<file path="src/rtl/seg_scan_595.sv">
// Scans DIGITS multiplexed 7-segment digits through a 74HC595 chain as a
// 16-bit {seg, sel} word per digit. Optional leading-zero blanking: SEG_LEADING_ZERO_BLANK_EN.
module seg_scan_595 #(
  parameter int DIGITS         = 4,
  parameter int CLK_DIV        = 4,
  parameter int HOLD           = 1000,
  parameter int SEG_ACTIVE_LOW = 1,
  parameter int SEL_ACTIVE_LOW = 1
) (
  input  logic                  sys_clk,
  input  logic                  sys_rst,
  input  logic [8*DIGITS-1:0]   data,
  input  logic                  hex_mode,
  input  logic [DIGITS-1:0]     blank,
  output logic                  segled_clk,
  output logic                  segled_dat,
  output logic                  segled_str,
  output logic [2:0]            cur_digit,
  output logic                  frame_done
);

  // state     | meaning
  // ST_LOAD   | snapshot inputs of cur_digit into the shift word (1 cycle)
  // ST_SHIFT  | send 16 bits MSB first, CLK_DIV cycles per serial-clock phase
  // ST_STROBE | latch the 595 storage register for CLK_DIV cycles
  // ST_HOLD   | keep the digit lit for HOLD cycles, then advance cur_digit
  typedef enum logic [1:0] {ST_LOAD, ST_SHIFT, ST_STROBE, ST_HOLD} state_t;

  localparam int             CNT_MAX    = (HOLD > CLK_DIV) ? HOLD : CLK_DIV;
  localparam int             CW         = $clog2(CNT_MAX + 1);
  localparam logic [CW-1:0]  DIV_LD     = CW'(CLK_DIV - 1);
  localparam logic [CW-1:0]  HOLD_LD    = CW'(HOLD - 1);
  localparam logic [2:0]     LAST_DIGIT = 3'(DIGITS - 1);

  state_t        state_q, state_d;
  logic [CW-1:0] cnt_q, cnt_d;
  logic [3:0]    bit_q, bit_d;
  logic [15:0]   shreg_q, shreg_d;
  logic [2:0]    digit_q, digit_d;
  logic          sclk_q, sclk_d;
  logic          dat_q, dat_d;
  logic          str_q, str_d;
  logic          done_q, done_d;

  logic [DIGITS-1:0] lz_blank;
  logic [7:0]        cur_byte;
  logic              cur_blank;
  logic [7:0]        seg_w;
  logic [7:0]        sel_w;
  logic [15:0]       word;

  function automatic logic [6:0] hex7(input logic [3:0] n);
    case (n)
      4'h0: hex7 = 7'h3F;  4'h1: hex7 = 7'h06;  4'h2: hex7 = 7'h5B;  4'h3: hex7 = 7'h4F;
      4'h4: hex7 = 7'h66;  4'h5: hex7 = 7'h6D;  4'h6: hex7 = 7'h7D;  4'h7: hex7 = 7'h07;
      4'h8: hex7 = 7'h7F;  4'h9: hex7 = 7'h6F;  4'hA: hex7 = 7'h77;  4'hB: hex7 = 7'h7C;
      4'hC: hex7 = 7'h39;  4'hD: hex7 = 7'h5E;  4'hE: hex7 = 7'h79;  default: hex7 = 7'h71;
    endcase
  endfunction

`ifdef SEG_LEADING_ZERO_BLANK_EN
  logic zero_run;

  // Walk down from the top digit; the run of "0 without dp" stops at the first
  // digit that shows something. Digit 0 is outside the loop and always shown.
  always_comb begin
    lz_blank = '0;
    zero_run = hex_mode;
    for (int i = DIGITS - 1; i >= 1; i--) begin
      zero_run    = zero_run && ((data[8*i +: 8] & 8'h8F) == 8'h00);
      lz_blank[i] = zero_run;
    end
  end
`else
  assign lz_blank = '0;
`endif

  always_comb begin
    cur_byte  = '0;
    cur_blank = 1'b0;
    for (int i = 0; i < DIGITS; i++) begin
      if (digit_q == 3'(i)) begin
        cur_byte  = data[8*i +: 8];
        cur_blank = blank[i] | lz_blank[i];
      end
    end
    seg_w = hex_mode ? {cur_byte[7], hex7(cur_byte[3:0])} : cur_byte;
    if (cur_blank) seg_w = 8'h00;
    sel_w = 8'b1 << digit_q;
    if (SEG_ACTIVE_LOW != 0) seg_w = ~seg_w;
    if (SEL_ACTIVE_LOW != 0) sel_w = ~sel_w;
    word = {seg_w, sel_w};
  end

  always_comb begin
    state_d = state_q;
    cnt_d   = cnt_q;
    bit_d   = bit_q;
    shreg_d = shreg_q;
    digit_d = digit_q;
    sclk_d  = sclk_q;
    dat_d   = dat_q;
    case (state_q)
      ST_LOAD: begin
        shreg_d = word;
        dat_d   = word[15];
        sclk_d  = 1'b0;
        bit_d   = 4'd15;
        cnt_d   = DIV_LD;
        state_d = ST_SHIFT;
      end
      ST_SHIFT: begin
        if (cnt_q != '0) begin
          cnt_d = cnt_q - 1'b1;
        end else begin
          cnt_d = DIV_LD;
          if (!sclk_q) begin
            sclk_d = 1'b1;
          end else begin
            // Falling edge of the serial clock: present the next bit.
            sclk_d = 1'b0;
            if (bit_q == 4'd0) begin
              dat_d   = 1'b0;
              state_d = ST_STROBE;
            end else begin
              bit_d   = bit_q - 4'd1;
              shreg_d = {shreg_q[14:0], 1'b0};
              dat_d   = shreg_q[14];
            end
          end
        end
      end
      ST_STROBE: begin
        if (cnt_q != '0) begin
          cnt_d = cnt_q - 1'b1;
        end else begin
          cnt_d   = HOLD_LD;
          state_d = ST_HOLD;
        end
      end
      ST_HOLD: begin
        if (cnt_q != '0) begin
          cnt_d = cnt_q - 1'b1;
        end else begin
          cnt_d   = '0;
          digit_d = (digit_q == LAST_DIGIT) ? 3'd0 : digit_q + 3'd1;
          state_d = ST_LOAD;
        end
      end
      default: state_d = ST_LOAD;
    endcase
    str_d  = (state_d == ST_STROBE);
    done_d = (state_d == ST_STROBE) && (cnt_d == '0);
  end

  always_ff @(posedge sys_clk) begin
    if (sys_rst) begin
      state_q <= ST_LOAD;
      cnt_q   <= '0;
      bit_q   <= '0;
      shreg_q <= '0;
      digit_q <= '0;
      sclk_q  <= 1'b0;
      dat_q   <= 1'b0;
      str_q   <= 1'b0;
      done_q  <= 1'b0;
    end else begin
      state_q <= state_d;
      cnt_q   <= cnt_d;
      bit_q   <= bit_d;
      shreg_q <= shreg_d;
      digit_q <= digit_d;
      sclk_q  <= sclk_d;
      dat_q   <= dat_d;
      str_q   <= str_d;
      done_q  <= done_d;
    end
  end

  assign segled_clk = sclk_q;
  assign segled_dat = dat_q;
  assign segled_str = str_q;
  assign cur_digit  = digit_q;
  assign frame_done = done_q;

endmodule
</file>
<file path="config.mk">
export PLATFORM = sky130hd
export DESIGN_NAME = seg_scan_595
export DESIGN_NICKNAME = d
export VERILOG_FILES = /design/src/rtl/seg_scan_595.sv
export SDC_FILE = /design/constraint.sdc
export NUM_CORES = 1
export LEC_CHECK = 0
export BUFFER_PORTS_ARGS = -buffer_cell sky130_fd_sc_hd__buf_2
export CAP_MARGIN = 20
export CORE_MARGIN = 2
export CORE_UTILIZATION = 50
export CTS_BUF_LIST = sky130_fd_sc_hd__clkbuf_8
export CTS_CLUSTER_DIAMETER = 80
export DETAILED_ROUTE_END_ITERATION = 16
export PLACE_DENSITY_LB_ADDON = 0.08
export SETUP_SLACK_MARGIN = 0.5
export SLEW_MARGIN = 20
export SYNTH_ARGS = -nofsm -noshare
export SYNTH_HDL_FRONTEND = slang
export SYNTH_SLANG_ARGS = --single-unit
export TNS_END_PERCENT = 1
</file>
<file path="constraint.sdc">
create_clock -name sys_clk -period 3.81 [get_ports sys_clk]
set_clock_uncertainty 0.1 [all_clocks]
set_input_delay 0 -clock sys_clk [delete_from_list [all_inputs] [get_ports sys_clk]]
set_output_delay 0 -clock sys_clk [all_outputs]
set_load 0.01 [all_outputs]
</file>
# Word level (Yosys, flattened, before mapping)
# Memory sizes are Yosys's and may differ from the RTL's.
# Cells that the tools add are included.
classes:
  n_bitwise: 3
  n_addsub: 3
  eq_ne: 10
  shift: 1
  muxes: 36
  n_reduce_logical: 11
ops:
  columns: ["cell", "count"]
  rows:
  - ["15-bit two-way mux", 3]
  - ["8-bit two-way mux", 5]
  - ["10-bit case mux with 4 select lines", 1]
  - ["10-bit two-way mux", 3]
  - ["15-bit case mux with 2 select lines", 1]
  - ["8-bit NOT", 2]
  - ["4-bit two-way mux", 3]
  - ["10-bit zero test", 1]
  - ["2-bit two-way mux", 5]
  - ["10-bit nonzero test", 1]
  - ["10-bit by 1-bit subtractor with 10-bit output, second input constant", 1]
  - ["1-bit two-way mux", 9]
  - ["2-bit case mux with 4 select lines", 1]
  - ["4-bit case mux with 2 select lines", 1]
  - ["1-bit by 3-bit << shifter with 8-bit output, first input constant", 1]
  - ["7-bit two-way mux", 1]
  - ["2-bit equality test, second input constant", 3]
  - ["3-bit by 2-bit equality test with 1-bit output, second input constant", 2]
  - ["2-bit inequality test, second input constant", 3]
  - ["4-bit zero test", 1]
  - ["1-bit case mux with 2 select lines", 2]
  - ["2-bit AND reduction", 2]
  - ["4-bit AND reduction", 1]
  - ["4-bit by 1-bit subtractor with 4-bit output, second input constant", 1]
  - ["other kinds (10)", 10]
word_totals:
  word_cells: 74
  inputBits: 39
  ff_bits: 38
  memories: 1
  romBits: 112
memory_table:
  columns: ["name", "words", "word_bits", "read_ports", "rd_clocked_by_memory_dff", "wr", "line", "rtl"]
  rows:
  - ["(no name shown)", 16, 7, 1, 0, 0, "53", "case (n)"]

# Longest topological paths before layout
# An unclocked memory read counts as a cell.
depth:
  ltp_word: 10
  depth_mapped: 13

# Worst setup path after synthesis
# OpenSTA, ideal clock, no wires.
synth_path:
  path_kind: "register to register"
  start: "register digit_q[1] (netlist: cur_digit[1])"
  end: "register shreg_q[13]"
  setup_time_ps: 95
  path_buffers: 1
  t_required_ps: 3615
  path_stages_with_launch: 11
  arrival_time_ps: 2737
  path_slack_ps: 878
  cell_sequence: "dfxtp_1 -> inv_1 -> ha_1 -> buf_2 -> nand3b_1 -> a311oi_1 -> inv_1 -> ha_1 -> or3_1 -> a32o_1 -> a221oi_1"
synth_between:
  elab_chain_cells: 10
  elab_cells_between_ends: 17
  classes_between: "3 x eq/ne; 11 x mux; 1 x bitwise; 1 x reduce/logical; 1 x memory"
synth_lines:
  columns: ["item", "line", "rtl"]
  rows:
  - ["start, declared", "39", "logic [2:0] digit_q, digit_d;"]
  - ["start signal, assigned", "172", "digit_q <= digit_d;"]
  - ["3-bit zero test", "82", "if (digit_q == 3'(i)) begin"]
  - ["8-bit two-way mux (4 in a row)", "82", null]
  - ["memory read 16 x 7 bit", null, null]
  - ["7-bit two-way mux", "87", "seg_w = hex_mode ? {cur_byte[7], hex7(cur_byte[3:0])} : cur_byte;"]
  - ["8-bit two-way mux *", "88", "if (cur_blank) seg_w = 8'h00;"]
  - ["8-bit NOT *", "90", "if (SEG_ACTIVE_LOW != 0) seg_w = ~seg_w;"]
  - ["15-bit case mux with 2 select lines *", "103", "case (state_q)"]
  - ["end signal, assigned", "171", "shreg_q <= shreg_d;"]
  - ["end, declared", "38", "logic [15:0] shreg_q, shreg_d;"]
# Mark *: on every way between the ends. The rest lies on a longest branch, timed or not.
# A chain may end at the register's enable or synchronous reset.

# Worst setup path in the final report
layout_path:
  start: "register digit_q[0] (netlist: cur_digit[0])"
  end: "register shreg_q[13]"
# Same word-level chain as after synthesis.

==> results.txt <==
Synthesis produced a netlist with a net count of 384. A synthesized cell averages 7.79 um^2. The core utilization of the finished layout was 0.585. Class of the tightest hold or removal check: in -> reg. The worst-case IR drop observed on VDD is 329 uV. The worst setup path category is reg -> reg. The tools report the root cell of the clock tree as clkbuf_8.

The post-synthesis cell count was 332. Counting I/O delays and the setup requirement, the final critical path takes 2.97 ns. The count of input and output buffers was 45. After detailed routing, the number of vias per cell comes to 5.90. The number of H-tree levels was 2; the data arrival time of the critical path was 3.08 ns. Measured along the x axis, the die boundary spans 75.9 um. The first global-routing pass estimated 11.1 mm of wire. For the headroom to the max-slew limit, the log shows 0.472.

The number of buffers between clock root and the deepest sink was 2; the fraction of registers with async set or reset after synthesis was 0. After routing, the total negative slack on setup checks comes to 0 ns. The share of total power in combinational logic is 0.234, and the share of total power consumed by net switching is 0.288.

Number of nets in the layout: 416. At the end of routability-driven placement, the weighted congestion stood at 0.873. Row generation in the floorplan step produced 26 rows. The run gives 0.367 as the clock power share. The slew at the pin closest to its max-slew limit is 0.792 ns, and the floorplan die area is 5760 um^2. The number of max-cap violations is 0. The run gives 34 as the maximum number of pins on one net before global-route repair. The tools report the clock sink total as 38. The detailed router finished its first iteration with 122 violations. Y dimension of the die: 75.9 um. STA classifies the critical path startpoint as a flop.

From synthesis to final layout, the design area changed by 14.1%. Setup repair after global routing left no endpoint under its margin. After detailed routing, the number of remaining DRC violations is 0. The run finished with clean final reports. The internal portion of the total power is 825 uW.

The number of hold buffers added after CTS was 0. The placeable core region was 5040 um^2. After layout, the design draws a total of 1160 uW.

For the worst-skew pair, the clock arrives at the later sink with an insertion delay of 0.29 ns. Timing would allow up to 336 MHz. The synthesized design contains 38 register bits.

The tools report the count of pins on the block boundary as 46. The worst setup path is captured at a flop. The number of antenna diodes came out at 0. The tools report the global-route usage over all layers as 0.228. The number of gates resized after CTS was 0. The share of the yosys chip area belonging to registers was 0.294.

In this run the power density over the cells is 393 nW/um^2. The number of global-route vias before repair is 2382. The period utilization works out to 0.781.

Detailed placement ended at an HPWL of 4.81 mm. After clock tree synthesis, the setup repair step added 0 buffers. Setup violations remaining at the end of the flow were counted as 0. The starting density of the core is 0.513.

The number of detailed-route iterations in the first pass was 5; the number of distinct library cell variants in the gate-level netlist after synthesis was 62. For this design the static power due to leakage is 0.00119 uW. The initial antenna violation count was 0. The number of clock buffers added by TritonCTS is 5.

Remaining global-route overflow: 0. The final route contains 2567 vias. In this run the power spent charging and discharging nets is 334 uW. The routed design has 6.41 mm of wire. The most used flip-flop cell after synthesis is dfxtp_1. The clock input transition at the sequential cells of the worst setup and hold paths is 0.08 ns. The detail route stage leaves a number of antenna-violating nets equal to 0. The area of the mapped netlist was 2590 um^2. TritonCTS built the clock tree.

The fraction of power consumed by sequential logic is 0.399, and the required time reported for the critical path endpoint is 3.91 ns. The synthesized design contains 0 enable-type register cells. The filler cell count in the final layout was 494; the max-slew violation count was 0.

The fraction of layout cells with a size suffix above 1 is 0.181. In the final routed layout, each cell accounts on average for 14.7 um. The final-report hold violation count was 0.

The highest fanout seen on the critical path was 11; the warning count from the yosys run was 0.
## path summary, 6_finish.rpt
path | from | endpoint | slack [ns] | depth (start not counted)
max reg2reg | cur_digit[0]$_SDFFE_PP0P_ | shreg_q[13]$_SDFFE_PP0P_ | 0.84 | 9
max | cur_digit[0]$_SDFFE_PP0P_ | shreg_q[13]$_SDFFE_PP0P_ | 0.84 | 9
min reg2reg | shreg_q[7]$_SDFFE_PP0P_ | shreg_q[7]$_SDFFE_PP0P_ | 0.35 | 2
min | hex_mode | shreg_q[14]$_SDFFE_PP0P_ | 0.02 | 3
## synth_stat cells (3+ instances only)
cell	instances	area, um^2
nor4_1	5	31.3
nand4_1	3	18.8
nand2b_1	7	43.8
nor2_1	24	90.1
nor2b_1	4	25.0
a211oi_1	6	45.0
a31oi_1	9	56.3
a21oi_1	29	145
ha_1	13	163
xnor2_1	4	35.0
or4_1	3	22.5
dfxtp_1	38	761
mux2i_1	4	40.0
and3_1	3	18.8
o211ai_1	8	60.1
a311oi_1	4	35.0
a221oi_1	6	52.6
o21ai_0	22	110
a21o_1	3	22.5
clkbuf_1	11	41.3
o21a_1	4	30.0
nor3_1	8	40.0
nand3_1	9	45.0
or3_1	7	43.8
buf_2	7	35.0
nor3b_1	6	45.0
nand2_1	31	116
inv_1	14	52.6
## cells by family (layout without fill, tap and decap cells)
logic type	Yosys count	count (layout)	share of synthesized area
buffers and inverters	36	69	0.0614
adder cells (fa/ha/maj)	13	13	0.0629
AND/OR/NAND/NOR	125	125	0.266
flip-flops	38	38	0.294
multiplexers	6	6	0.0242
AO/OA/AOI/OAI	109	109	0.275
XOR/XNOR	5	5	0.0169
## critical path: stages (launching register included)
cell	delay (ns)
dfxtp_1	0.43
ha_1	0.41
nor2b_1	0.53
a32oi_1	0.27
inv_1	0.21
ha_1	0.19
nand2_1	0.07
o31ai_1	0.34
a21oi_1	0.08
a221oi_1	0.27
## state kept, by name, summed over array words and instances, names as in the netlist
name	count
state_q	2
segled_str	1
frame_done	1
cnt_q	10
bit_q	4
cur_digit	3
shreg_q	15
segled_clk	1
segled_dat	1
## power groups by stage
stage	clock [uW]	sequential [uW]	combinational (uW)
3_3_place_gp	0	470	268
2_1_floorplan	0	459	216
3_5_place_dp	0	471	268
5_1_grt	446	468	304
6_report	425	462	272
4_1_cts	433	461	270
## cells in the final DEF (no fill, tap or decap), types with 4 or more instances in the layout
cell       n
a21oi_1   29
a31oi_1    9
nor4_1     5
nand3_1    9
ha_1      13
xnor2_1    4
o21ai_0   22
o211ai_1   8
dfxtp_1   38
inv_1     14
o21a_1     4
nor3_1     8
nand2_1   31
clkbuf_8   6
nor2_1    24
nor3b_1    6
a211oi_1   6
a311oi_1   4
a221oi_1   6
buf_2     45
nor2b_1    4
nand2b_1   7
or3_1      7
mux2i_1    4
## per-stage QoR
| stage | hold slack (ns) | instances | setup WS [ns] | area [um^2] |
|---|---|---|---|---|
| 2_1_floorplan | 0.00408 | 332 | 0.878 | 2590 |
| 3_3_place_gp | 0.294 | 427 | 0.966 | 2810 |
| 3_5_place_dp | 0.293 | 427 | 0.916 | 2810 |
| 4_1_cts | 0.00583 | 435 | 0.894 | 2950 |
| 5_1_grt | 0.0335 | 435 | 0.599 | 2950 |
| 6_report | 0.0213 | 435 | 0.836 | 2950 |
## metal layers
metal / share of wire / up-vias / track usage
met1: 0.50 / 1197 / 0.327
met3: 0.044 / 7 / 0.0393
met2: 0.44 / 62 / 0.358
li1: - / 1301 / -
met4: 0.010 / 0 / 0.0582
met5: 0 / - / 0
## cell type report
class	count	area, um^2	share of cell area
well taps	70	87.6	0.0297
inverters	14	52.6	0.0178
flip-flops and latches	38	761	0.258
repair buffers	47	240	0.0814
clock inverters	2	60.1	0.0204
multi-input cells	258	1670	0.565
clock buffers	6	82.6	0.0280
Note: power is estimated with default switching activity, not from simulation.
